`config.mk`:
```
export PLATFORM = sky130hd
export DESIGN_NAME = fetch_writeback
export DESIGN_NICKNAME = d
export VERILOG_FILES = /design/src/rtl/fetch_writeback.sv
export SDC_FILE = /design/constraint.sdc
export NUM_CORES = 2
export LEC_CHECK = 0
export CAP_MARGIN = 20
export CORE_ASPECT_RATIO = 2
export CORE_UTILIZATION = 45
export DETAILED_ROUTE_END_ITERATION = 10
export PLACE_DENSITY = 0.72
export REMOVE_ABC_BUFFERS = 1
export SLEW_MARGIN = 15
export SYNTH_ARGS = -nofsm -noshare
export SYNTH_HDL_FRONTEND = slang
export SYNTH_SLANG_ARGS = --single-unit
```
`constraint.sdc`:
```
create_clock -name clk -period 2.9 [get_ports clk]
set_input_delay 0.435 -clock clk [delete_from_list [all_inputs] [get_ports clk]]
set_output_delay 0.435 -clock clk [all_outputs]
set_load 0.05 [all_outputs]
```
`src/rtl/fetch_writeback.sv`:
```
// Fetch/decode/write-back front end for the single-issue core: owns the PC, the
// 32x32 register file and the instruction ROM port, sequenced by a 4-state FSM.
module fetch_writeback #(
  parameter int          IADDR_W  = 8,
  parameter logic [31:0] RESET_PC = 32'd0
) (
  input  logic               clk,
  input  logic               rst,
  input  logic               run,
  output logic [IADDR_W-1:0] imem_addr,
  input  logic [31:0]        imem_rdata,
  output logic [31:0]        ins,
  output logic [31:0]        pc,
  output logic [31:0]        reg1,
  output logic [31:0]        reg2,
  input  logic [4:0]         wra,
  input  logic [31:0]        result,
  input  logic [31:0]        nextpc,
  output logic               retire,
  output logic [31:0]        icount,
  input  logic [4:0]         dbg_addr,
  output logic [31:0]        dbg_data
);

  typedef enum logic [1:0] {
    FETCH  = 2'd0,
    DECODE = 2'd1,
    EXEC   = 2'd2,
    WB     = 2'd3
  } state_t;

  state_t      state, state_nxt;
  logic [31:0] rf [32];
  logic [4:0]  rs, rt;

  assign rs        = ins[25:21];
  assign rt        = ins[20:16];
  assign imem_addr = pc[IADDR_W-1:0];

  // r0 is never written, but the explicit zero keeps reads independent of rf[0].
  assign reg1     = (rs == 5'd0)       ? 32'd0 : rf[rs];
  assign reg2     = (rt == 5'd0)       ? 32'd0 : rf[rt];
  assign dbg_data = (dbg_addr == 5'd0) ? 32'd0 : rf[dbg_addr];

  always_comb begin
    state_nxt = state;
    retire    = 1'b0;
    case (state)
      FETCH:  if (run) state_nxt = DECODE;
      DECODE: state_nxt = EXEC;
      EXEC:   state_nxt = WB;
      WB: begin
        retire    = 1'b1;
        state_nxt = FETCH;
      end
      default: state_nxt = FETCH;
    endcase
  end

  always_ff @(posedge clk) begin
    if (rst) begin
      state  <= FETCH;
      pc     <= RESET_PC;
      ins    <= '0;
      icount <= '0;
      for (int i = 0; i < 32; i++) rf[i] <= '0;
    end else begin
      state <= state_nxt;
      // ROM data for pc arrives one cycle after FETCH, i.e. during DECODE.
      if (state == DECODE) ins <= imem_rdata;
      if (state == WB) begin
        pc     <= nextpc;
        icount <= icount + 32'd1;
        if (wra != 5'd0) rf[wra] <= result;
      end
    end
  end

endmodule

```
==> results.yml <==
synth:
  ys_warn_count: 0
  synthFlopType: "edfxtp_1"
  ys_seq_area_share_pct: 48.9
  synth_edf_count: 1024
  syn_avg_cell_area_sq_um: 14.5
  ys_types: 59
  async_flop_share_pct: 0
  ys_top_cells_by_area: "edfxtp_1 46%, mux4_2 21%, and2_1 9.3%, mux2i_1 5.7%, dfxtp_1 3.2%"
  synth_top_area_share_pct: 45.7
  ys_ff_latch: 1132
  yosysTopAreaCell: "edfxtp_1"
  netlist_instances: 4626
  syn_area_sq_um: 67300
power_and_ir_drop:
  pwr_density_cell_nw_per_um2: 679
  vdd_drop_max_mv: 0.555
  leakage_nw: 29.6
worst_setup_path:
  reg2reg_from: "state[1]$_SDFFE_PP0P_"
  path_cells: "buf_12, inv_4, nor2_1, buf_4, a22oi_1, buf_4, a31oi_1, buf_12"
  required_ns: 2.47
  slowest_stage: "a31oi_1"
  cpLargestDelayFamily: "buffers and inverters"
  critPathCaptureType: "output pin"
  start_kind: "flip-flop"
  cp_num_buf_inv: 5
  slowest_delay_ns: 0.53
  crit_fanout: 8
  crit_type: "flip-flop to output pin"
  crit_arrival_ns: 3.13
floorplan:
  io_pins: 310
  die_h_um: 549
  coreArea_sq_um: 148000
  die-width_um: 275
  rows: 200
  start_util_pct: 45.3
  design.die.area_sq_um: 151000
clock_tree:
  cts_root_buf: "clkbuf_16"
  cts_tree: "done"
  cts_hold_buffers: 0
  cts_inserted_buffers: 104
  ctsLongestPathBuffers: 3
  h-tree-depth: 3
  clk_pin_slew_ns: 0.08
  cts.sinks: 1132
  clock_latency_ns: 0.73
route:
  wirelength_um: 263000
  avgRoutedWirePerCell_um: 36.6
  first_pass_iters: 9
  drtIter0Drc: 7971
  drc: 0
  ant_nets: 0
  vias: 51200
  vias_per_cell: 7.10
grt:
  track_usage_pct: 33.7
  grt_pass1_wl_um: 359000
  gr-total-overflow: 0
  grt_pass1_vias: 50800
  antenna_found_initial: 17
  grt_start_max_net_pins: 73
place:
  gp_congestion: 0.970
  preCtsSetupSlack_ns: -0.266
  io_buffers: 309
  hpwl_um: 164000
timing:
  fin_ws_ns: -0.667
  worstMarginPinSlew_ns: 1.13
  post-route-period-util_pct: 123
  slew_viol_final: 0
  relSlewSlack_pct: 24.5
  skew_ns: 0.0336
  fmax_mhz: 280
  rsz0062_at_grt: "true"
  final_hold_viol_count: 0
  period_minus_slack_ns: 3.57
  hold_slack_ns: 0.278
  setup_violations: 81
final_layout:
  drive_above_1_share_pct: 36.0
  syn_to_final_growth_pct: 25.1
  nets: 5310
min_path:
  min-delay-start: "rst"
  hp-class: "input pin to flip-flop"
outcome:
  status: "finished, violations left"
  violations: "negative setup slack"
run:
  drv_cap: 0
repair_timing:
action	in CTS	in global routing
gates resized for setup	283	198
pin swaps	78	61
setup endpoints to repair	96	91
setup buffers	58	86
gates cloned	21	15
metal layers:
| layer | GRT usage [%] | share of wire (%) | up-vias | wire length, um |
|---|---|---|---|---|
| li1 | - | - | 19400 | - |
| met1 | 37.0 | 29 | 25200 | 76100 |
| met2 | 54.2 | 47 | 5002 | 124000 |
| met3 | 7.37 | 13 | 1601 | 33900 |
| met4 | 31.2 | 11 | 24 | 29100 |
| met5 | 0 | 0.064 | - | 169 |
state kept, by name, indices dropped and copies added (netlist names), named ones only:
signal and count:
rf 1024, ins 32, pc 32, state 2
icount 32
where the power goes:
| group | leakage, nW | switching (mW) | internal [mW] | total, mW |
|---|---|---|---|---|
| Clock | 1.59 | 6.44 | 7.41 | 13.8 |
| Sequential | 11.4 | 0.658 | 18.5 | 19.2 |
| Combinational | 16.5 | 13.5 | 10.7 | 24.2 |
stage by stage:
stage | power, mW | instance area, sq um | cells | setup TNS, ns | utilization [%]
6_report | 57.2 | 84200 | 7201 | -33.74 | 56.7
5_1_grt | 58.0 | 84200 | 7199 | -34.40 | 56.7
4_1_cts | 55.1 | 82200 | 7104 | -32.77 | 55.4
3_5_place_dp | 39.9 | 76600 | 6856 | -2.88 | 51.6
3_3_place_gp | 39.6 | 76600 | 6856 | -3.10 | 51.6
2_1_floorplan | 31.8 | 64500 | 4131 | -2759.53 | -
layout make-up:
type	instances	area, sq um
Multi-Input combinational cell	2989	33400
Fill cell	11200	64200
Tap cell	1919	2400
Antenna cell	4	10.0
Clock buffer	132	2750
Timing Repair Buffer	958	12100
Sequential cell	1132	32900
Clock inverter	57	499
Inverter	10	48.8
final timing paths:
path / slack, ns / end / depth (start not counted)
setup / recovery: -0.67 / reg2[7] / 8
setup reg to reg: 0.42 / rf[16][0]$_SDFFCE_PN0P_ / 7
hold / removal: 0.28 / rf[0][30]$_SDFFCE_PN0P_ / 2
hold reg to reg: 0.50 / ins[29]$_SDFFE_PP0N_ / 2
worst reg2reg max path, delay by kind of cell (launching register included):
| family | cells | cell delay (ns) |
|---|---|---|
| and+or+nand+nor | 4 | 0.88 |
| buffers and inverters | 2 | 0.76 |
| DFF | 1 | 0.38 |
| adders and majority gates | 1 | 0.32 |
Yosys cell counts, types with 33 or more instances:
cell,instances
nor2b_1,39
clkbuf_1,288
o21ai_0,46
and2_1,995
buf_6,54
a22oi_1,96
nand2_1,65
buf_4,75
mux2i_1,386
a211oi_1,33
mux4_2,635
o21ai_1,61
nor2_1,123
dfxtp_1,108
a221o_1,64
buf_2,92
a221oi_1,71
mux4_1,37
a31oi_1,64
edfxtp_1,1024
mux2_2,33
cells in the final DEF (no fill, tap or decap), drive strengths merged, types with 7 or more instances in the layout:
master,instances
a311oi,32
or2,32
edfxtp,1024
a211oi,33
a221oi,71
dfxtp,108
a221o,64
bufbuf,9
o21ai,107
o2111ai,25
nor2,124
nand2,66
inv,14
conb,32
bufinv,8
a22oi,96
a31oi,64
clkdlybuf4s50,207
or4,16
and4,7
a21oi,19
mux4,672
mux2,33
mux2i,386
o31ai,13
nand4,8
buf,716
nand3,10
clkinv,41
nor2b,41
and2,995
clkbuf,158
cell families (layout without fill, tap and decap cells):
logic type                 count (synthesis)  after routing  synth area share, %
xor gates and xnor gates                  11             11                0.143
DFF                                     1132           1132                 48.9
AOI/OAI and AO/OA                        524            524                 5.74
and+or+nand+nor                         1325           1325                 11.7
other                                      1             36              0.00557
adders and majority gates                  6              6                0.112
muxes                                   1091           1091                 29.0
buffers and inverters                    536           1157                 4.39
(Power assumes the default switching activity.)
